[config.mk]
export PLATFORM = sky130hd
export DESIGN_NAME = sv32_ptw_lite
export DESIGN_NICKNAME = d
export VERILOG_FILES = /design/src/rtl/sv32_ptw_lite_pkg.sv /design/src/rtl/sv32_ptw_lite.sv
export SDC_FILE = /design/constraint.sdc
export NUM_CORES = 1
export LEC_CHECK = 0
export BUFFER_PORTS_ARGS = -buffer_cell sky130_fd_sc_hd__buf_2
export CORE_ASPECT_RATIO = 0.75
export CORE_MARGIN = 2
export CORE_UTILIZATION = 52
export DETAILED_ROUTE_END_ITERATION = 7
export GPL_ROUTABILITY_DRIVEN = 0
export HOLD_SLACK_MARGIN = 0.12
export PLACE_DENSITY_LB_ADDON = 0.3
export SKIP_LAST_GASP = 1
export SLEW_MARGIN = 20
export SYNTH_ARGS = -nofsm -noshare
export SYNTH_HDL_FRONTEND = slang
export SYNTH_SLANG_ARGS = --single-unit
[constraint.sdc]
create_clock -name clk_i -period 3.95 [get_ports clk_i]
set_input_delay 0.79 -clock clk_i [delete_from_list [all_inputs] [get_ports clk_i]]
set_output_delay 0.79 -clock clk_i [all_outputs]
set_load 0.02 [all_outputs]
[src/rtl/sv32_ptw_lite_pkg.sv]
// Shared Sv32 MMU types for the page-table walker.
// PTE layout, walk constants and walker state encodings.
package sv32_ptw_lite_pkg;

    localparam int VLEN        = 32;
    localparam int PLEN        = 34;
    localparam int PPN_W       = 22;
    localparam int SV32_LEVELS = 2;
    localparam int PTESIZE     = 4;

    typedef struct packed {
        logic [11:0] ppn1;
        logic [9:0]  ppn0;
        logic [1:0]  rsw;
        logic        d;
        logic        a;
        logic        g;
        logic        u;
        logic        x;
        logic        w;
        logic        r;
        logic        v;
    } sv32_pte_t;

    typedef logic [2:0] ptw_state_e;

    localparam ptw_state_e S_IDLE    = 3'd0;
    localparam ptw_state_e S_L1_REQ  = 3'd1;
    localparam ptw_state_e S_L1_WAIT = 3'd2;
    localparam ptw_state_e S_L0_REQ  = 3'd3;
    localparam ptw_state_e S_L0_WAIT = 3'd4;
    localparam ptw_state_e S_RESP    = 3'd5;
    localparam ptw_state_e S_DRAIN   = 3'd6;

endpackage

[src/rtl/sv32_ptw_lite.sv]
// Sv32 hardware page-table walker, one TLB miss at a time.
// Single outstanding PTE read; returns leaf PTE or page/access fault.
module sv32_ptw_lite
    import sv32_ptw_lite_pkg::*;
#(
    parameter int CHK_LEVEL = 1
) (
    input  logic             clk_i,
    input  logic             rst_ni,
    input  logic             flush_i,
    input  logic [PPN_W-1:0] satp_ppn_i,
    input  logic             req_valid_i,
    output logic             req_ready_o,
    input  logic [VLEN-1:0]  req_vaddr_i,
    input  logic             req_store_i,
    output logic             mem_req_o,
    input  logic             mem_gnt_i,
    output logic [PLEN-1:0]  mem_addr_o,
    input  logic             mem_rvalid_i,
    input  logic [31:0]      mem_rdata_i,
    input  logic             mem_err_i,
    input  logic             pma_cached_i,
    output logic             rsp_valid_o,
    output logic [19:0]      rsp_vpn_o,
    output logic [PPN_W-1:0] rsp_ppn_o,
    output logic             rsp_super_o,
    output logic [7:0]       rsp_flags_o,
    output logic             rsp_pf_o,
    output logic             rsp_af_o
);

    ptw_state_e       state;
    logic [19:0]      vpn_q;
    logic             store_q;
    logic [PPN_W-1:0] satp_q;
    logic [PPN_W-1:0] ptr_q;
    logic             af_q;

    sv32_pte_t pte;
    logic      level1;
    logic      leaf;
    logic      res_af;
    logic      res_pf;
    logic      go_l0;
    logic      unused_bits;

    assign pte         = sv32_pte_t'(mem_rdata_i);
    assign level1      = (state == S_L1_WAIT);
    assign leaf        = pte.r | pte.x;
    assign unused_bits = ^{pte.rsw, req_vaddr_i[11:0]};

    assign req_ready_o = (state == S_IDLE);
    assign mem_req_o   = (state == S_L1_REQ) || (state == S_L0_REQ);
    assign rsp_valid_o = (state == S_RESP) && !flush_i;
    assign rsp_vpn_o   = vpn_q;

    // PTE address: root table at level 1, pointer PPN at level 0
    always_comb begin
        mem_addr_o = '0;
        if (state == S_L1_REQ)
            mem_addr_o = {satp_q, vpn_q[19:10], 2'b00};
        else if (state == S_L0_REQ)
            mem_addr_o = {ptr_q, vpn_q[9:0], 2'b00};
    end

    // Classify the returned PTE in fault-priority order
    always_comb begin
        res_af = mem_err_i | af_q;
        res_pf = 1'b0;
        go_l0  = 1'b0;
        if (!res_af) begin
            if (!pte.v || (!pte.r && pte.w))
                res_pf = 1'b1;
            else if (leaf) begin
                if (level1 && (pte.ppn0 != 10'd0))
                    res_pf = 1'b1;
                else if (!pte.a || (store_q && !pte.d))
                    res_pf = 1'b1;
            end else if (level1)
                go_l0 = 1'b1;
            else
                res_pf = 1'b1;
        end
    end

    // Walk sequencing, request latching and result registers
    always_ff @(posedge clk_i) begin
        if (!rst_ni) begin
            state       <= S_IDLE;
            vpn_q       <= '0;
            store_q     <= 1'b0;
            satp_q      <= '0;
            ptr_q       <= '0;
            af_q        <= 1'b0;
            rsp_ppn_o   <= '0;
            rsp_super_o <= 1'b0;
            rsp_flags_o <= '0;
            rsp_pf_o    <= 1'b0;
            rsp_af_o    <= 1'b0;
        end else begin
            unique case (state)
                S_IDLE: begin
                    if (req_valid_i) begin
                        vpn_q       <= req_vaddr_i[31:12];
                        store_q     <= req_store_i;
                        satp_q      <= satp_ppn_i;
                        rsp_ppn_o   <= '0;
                        rsp_super_o <= 1'b0;
                        rsp_flags_o <= '0;
                        rsp_pf_o    <= 1'b0;
                        rsp_af_o    <= 1'b0;
                        state       <= S_L1_REQ;
                    end
                end
                S_L1_REQ, S_L0_REQ: begin
                    if (mem_gnt_i) begin
                        af_q <= (CHK_LEVEL != 0) && !pma_cached_i;
                        if (flush_i)
                            state <= S_DRAIN;
                        else if (state == S_L1_REQ)
                            state <= S_L1_WAIT;
                        else
                            state <= S_L0_WAIT;
                    end else if (flush_i) begin
                        state <= S_IDLE;
                    end
                end
                S_L1_WAIT, S_L0_WAIT: begin
                    if (flush_i) begin
                        state <= mem_rvalid_i ? S_IDLE : S_DRAIN;
                    end else if (mem_rvalid_i) begin
                        if (go_l0) begin
                            ptr_q <= {pte.ppn1, pte.ppn0};
                            state <= S_L0_REQ;
                        end else begin
                            rsp_af_o    <= res_af;
                            rsp_pf_o    <= res_pf;
                            rsp_super_o <= level1 && !res_af && !res_pf;
                            rsp_flags_o <= res_af ? 8'h00 : mem_rdata_i[7:0];
                            if (res_af || res_pf)
                                rsp_ppn_o <= '0;
                            else if (level1)
                                rsp_ppn_o <= {pte.ppn1, vpn_q[9:0]};
                            else
                                rsp_ppn_o <= {pte.ppn1, pte.ppn0};
                            state <= S_RESP;
                        end
                    end
                end
                S_RESP: state <= S_IDLE;
                S_DRAIN: begin
                    if (mem_rvalid_i)
                        state <= S_IDLE;
                end
                default: state <= S_IDLE;
            endcase
        end
    end

    a_rvalid_in_wait: assert property (
        @(posedge clk_i) disable iff (!rst_ni)
        mem_rvalid_i |-> (state == S_L1_WAIT || state == S_L0_WAIT ||
                          state == S_DRAIN)
    );

endmodule
# --- Word level (Yosys, flattened, before mapping) ---
# Index checks and enable logic that the tools add are counted.
classes:
  mux: 49
  n_bitwise: 3
  n_reduce_logical: 28
  eq_ne: 13
ops:
  columns: ["cell", "n"]
  rows:
  - ["two-way mux 22 bit", 5]
  - ["two-way mux 34 bit", 2]
  - ["one-hot mux 22 bit (2 select lines)", 1]
  - ["two-way mux 8 bit", 5]
  - ["two-way mux 3 bit", 10]
  - ["two-way mux 1 bit", 20]
  - ["one-hot mux 8 bit (2 select lines)", 1]
  - ["one-hot mux 3 bit (4 select lines)", 1]
  - ["two-way mux 10 bit", 1]
  - ["!= test 2 bit (second input constant)", 5]
  - ["nonzero test 10 bit", 1]
  - ["== test 3 bit (second input constant)", 3]
  - ["logical NOT 1 bit", 8]
  - ["AND reduction 4 bit", 2]
  - ["== test 3 x 2 -> 1 bit (second input constant)", 2]
  - ["logical AND 1 bit", 6]
  - ["!= test 3 bit (second input constant)", 2]
  - ["one-hot mux 1 bit (2 select lines)", 3]
  - ["AND reduction 5 bit", 1]
  - ["logical OR 1 bit", 4]
  - ["AND reduction 2 bit", 2]
  - ["OR reduction 2 bit", 2]
  - ["== test 3 x 1 -> 1 bit (second input constant)", 1]
  - ["logical NOT 3 bit", 1]
  - ["other kinds (3)", 4]
totals:
  register_bits: 102
  wordCells: 104
  in_bits: 95
  output_inout_bits: 90

# --- Longest topological paths before layout ---
logic_depth:
  ltp_word: 14
  mapped_depth: 8

# --- Worst setup path before layout ---
# Ideal clock, no wire load.
synth_path:
  path_type: "in2out"
  start: "input port flush_i"
  end: "output port rsp_valid_o"
  path_slack_ns: 1.471
  required_ns: 3.160
  path_stages: 2
  arrival_ns: 1.689
  cell_sequence: "clkbuf_1 nor4bb_1"
synth_via:
  elab_chain_len: 2
synth_rtl:
  columns: ["element", "line_no", "rtl"]
  rows:
  - ["from (decl)", "sv32_ptw_lite.sv:10", "input logic flush_i,"]
  - ["logical NOT 1 bit", "sv32_ptw_lite.sv:54", "assign rsp_valid_o = (state == S_RESP) && !flush_i;"]
  - ["logical AND 1 bit", "sv32_ptw_lite.sv:54", null]
  - ["to (decl)", "sv32_ptw_lite.sv:23", "output logic rsp_valid_o,"]
# No other way between the ends.

# --- Final worst setup path ---
layout_path:
  start: "register state[0]"
  end: "output port mem_addr_o[15]"
layout_via:
  elab_chain_len: 3
layout_rtl:
  columns: ["element", "line_no", "rtl"]
  rows:
  - ["from (decl)", "sv32_ptw_lite.sv:32", "ptw_state_e state;"]
  - ["from (signal assigned)", "sv32_ptw_lite.sv:130", "state <= mem_rvalid_i ? S_IDLE : S_DRAIN;"]
  - ["== test 3 x 2 -> 1 bit", "sv32_ptw_lite.sv:62", "else if (state == S_L0_REQ)"]
  - ["two-way mux 34 bit", "sv32_ptw_lite.sv:62", null]
  - ["two-way mux 34 bit *", "sv32_ptw_lite.sv:60", "if (state == S_L1_REQ)"]
  - ["to (decl)", "sv32_ptw_lite.sv:18", "output logic [PLEN-1:0] mem_addr_o,"]
# Mark *: on every way between the ends. The rest lies on a longest branch, timed or not.

==> metrics.md <==
| Metric | Value |
|---|---|
| Outcome | `complete, but fails checks` |
| Violated checks | `design-rule violations` |
| CP Launch Type | `register` |
| Post-DP HPWL | `between 9000 and 10000 um` |
| Drt via density | `approximately 5.5` |
| Placed cells | `just over 800` |
| PD cells | `roughly 430 nW/um^2` |
| ANT cells | `0` |
| Port Buffers | `roughly 170` |
| Io pins | `185` |
| Layout area overhead | `24.4%` |
| Top Usage Layer GRT | `met2` |
| Die height | `roughly 86 um` |
| Setup TNS | `0 ps` |
| Min Hold Slack | `approximately 450 ps` |
| Lkg Pwr | `~2.5 nW` |
| RSZ-0062 raised after global routing | `no` |
| Post-layout min period | `roughly 3200 ps` |
| Starting Density | `0.540` |
| # DRC | `6` |
| Layout Cells excl Fill | `about 840` |
| TritonCTS clock tree | `built` |
| Comb pwr share | `0.178` |
| Max Transition Viols Final | `0` |
| Fraction of layout cells with a size suffix above 1 | `0.288` |
| Post-CTS Hold Fix Bufs | `0` |
| Tightest Pin Transition | `approximately 1100 ps` |
| Max incr delay on CP | `roughly 700 ps` |
| Final Skew | `about 7 ps` |
| Cell Area, Synth | `roughly 4600 sq um` |
| FP Rows | `29` |
| Core box area | `8560 sq um` |
| Slowest cell on the critical path | `dfxtp_1` |
| Reg2reg path depth | `6` |
| Final Hold Viols | `0` |
| Critical path origin | `state[0]$_SDFFE_PN0P_` |
| Antenna Nets Post-Route | `0` |
| Synthesized area per cell | `slightly below 8 sq um` |
| Area leader, netlist | `dfxtp_1` |
| Required @ worst endpoint | `about 3200 ps` |
| Clock power share | `0.368` |
| Yosys warnings | `0` |
| Fmax | `a little over 0.3 GHz` |
| Total congestion overflow | `0` |
| DR pass1 iterations | `7` |
| Most frequent cell after synthesis | `nand2_1` |
| Unique cell type count in the Yosys netlist | `45` |
| H-tree levels | `3` |
| Period utilisation layout | `0.814` |
| Setup CP Type | `register to output pin` |
| Async S/R FF share, synth | `0` |
| Via count | `4636` |
| Max-cap violation count | `0` |
| Clk buf depth | `2` |
| Clk_lat worst skew | `around 340 ps` |
| Crit-path cells | `nand2b_1 > buf_4 > nor2_1 > buf_2` |
| CTS root buf | `clkbuf_16` |
| Switching power | `~750 uW` |
| Per-cell routed wire length | `between 15 and 20 um` |
| CP max FO | `21` |
| Max_slew headroom | `0.280` |
| Sequential share of power | `0.453` |
| Top post-synthesis cells by area | `dfxtp_1, nand2_1, mux2i_1` |
| R2r setup slk | `between 1000 and 1500 ps` |
| Total Power | `about 2.5 mW` |
| Detailed router's first-iteration violation count | `~460` |
| Net Sw Frac | `0.303` |
| Synth top cells by count | `nand2_1, dfxtp_1, a21oi_1` |
| Crit. End Element | `output pin` |
| HP Class | `register to register` |
| Share of the synthesized area in the top cell type | `0.441` |
| Met3 usage | `0.0445` |
| CP Capture Point | `mem_addr_o[15]` |
| Peak supply drop | `approximately 0.00021 V` |
| All-Layer GR Usage | `0.279` |
| Number of synthesized register bits | `102` |
| Vias in the first global route | `approximately 4300` |
| Initial antenna violation count | `0` |
| # setup viols final | `0` |
| Die area | `9670 sq um` |
| Die W | `113 um` |
| Grt met1 use | `0.388` |
| Ys flop type | `dfxtp_1` |
| Final core utilization | `0.672` |
| RR Startpoint | `state[1]$_SDFFE_PN0P_` |
| Net count, final | `between 800 and 900` |
| Drt total wl | `13300 um` |
| Setup bufs post-CTS | `0` |
| Cts bufs inserted | `9` |
| Post-synth EDFFs | `0` |
| Clock transition at path regs | `roughly 70 ps` |
| Clock sinks | `between 100 and 150` |
| Reg2reg end | `rsp_ppn_o[0]$_SDFFE_PN0P_` |
| GR Layer Usage met2 | `0.454` |
| Cell Int Power | `between 1.5 and 2 mW` |
| First-pass GRT wire length | `21700 um` |
| Hold depth | `2` |
| Largest net degree at the start of global routing | `between 60 and 70` |
| CTS resizes | `0` |
| Register area share after synthesis | `0.441` |
| CP Data Arrival Time | `~2400 ps` |
| Cells after Synth | `between 500 and 600` |
## worst max-delay path: cells and delay by family (launching register included)
| kind | cells | cell delay (ps) |
|---|---|---|
| buffers and inverters | 2 | 570 |
| flip-flops | 1 | 700 |
| AND/OR/NAND/NOR | 2 | 800 |
## layout make-up
cell class	instances	area (sq um)
fillers	737	2810
multi-input cells	428	2340
clock inverters	7	78.8
flip-flops and latches	102	2040
clock buffers	9	225
well taps	108	135
repair buffers	177	908
inverters	5	18.8
## per-stage QoR
stage               setup WS (ps)  instance area [sq um]
global placement             1130                   5450
finish                        735                   5750
global route                  580                   5750
CTS                           786                   5750
floorplan                    1470                   4630
detailed placement           1020                   5450
## power groups by stage
stage                     Clock [mW]  Sequential, mW  Combinational, mW
after global placement             0            1.14              0.426
after global routing           0.968            1.13              0.484
after floorplan                    0            1.14              0.290
after detailed placement           0            1.14              0.436
final                          0.910            1.12              0.440
after CTS                      0.919            1.12              0.438
## routing by layer
metal,vias up,wire length (um)
met5,-,0
met4,0,222
met3,19,792
met2,181,6410
met1,2171,5920
li1,2265,-
## how the worst min path moves through the flow
stage / end / slack, ps / startpoint
5_1_grt: rsp_flags_o[2]$_SDFFE_PN0P_ / 470 / rsp_flags_o[2]$_SDFFE_PN0P_
3_5_place_dp: rsp_flags_o[5]$_SDFFE_PN0P_ / 450 / rsp_flags_o[5]$_SDFFE_PN0P_
4_1_cts: rsp_flags_o[3]$_SDFFE_PN0P_ / 450 / rsp_flags_o[3]$_SDFFE_PN0P_
6_report: rsp_flags_o[2]$_SDFFE_PN0P_ / 450 / rsp_flags_o[2]$_SDFFE_PN0P_
2_1_floorplan: ptr_q[0]$_SDFFE_PN0P_ / 430 / ptr_q[0]$_SDFFE_PN0P_
3_3_place_gp: rsp_flags_o[2]$_SDFFE_PN0P_ / 430 / rsp_flags_o[2]$_SDFFE_PN0P_
## cells in the final DEF, fill, tap and decap left out, types with 3 or more instances in the layout
cell / instances
a21oi_1: 81
buf_2: 168
buf_4: 9
clkbuf_16: 9
dfxtp_1: 101
inv_1: 3
inv_6: 4
mux2i_1: 42
nand2_1: 146
nand2b_1: 4
nand3_1: 42
nand4_1: 3
nor2_1: 44
nor3_1: 3
o21ai_0: 4
o21ai_1: 13
o41ai_1: 3
o41ai_2: 8
## flip-flops by register name, summed over array words and instances, names as in the netlist
register / flops
state: 3
rsp_pf_o: 1
af_q: 1
rsp_af_o: 1
rsp_ppn_o: 22
ptr_q: 22
rsp_flags_o: 8
rsp_vpn_o: 20
satp_q: 22
rsp_super_o: 1
store_q: 1
## logic make-up after synthesis
logic type                 synth area share
AOI/OAI and AO/OA                     0.164
xor gates and xnor gates            0.00189
adders and majority gates           0.00433
buffers and inverters                0.0538
DFF                                   0.441
muxes                                0.0909
other                              0.000811
and+or+nand+nor                       0.243
Note: power is estimated with default switching activity, not from simulation.
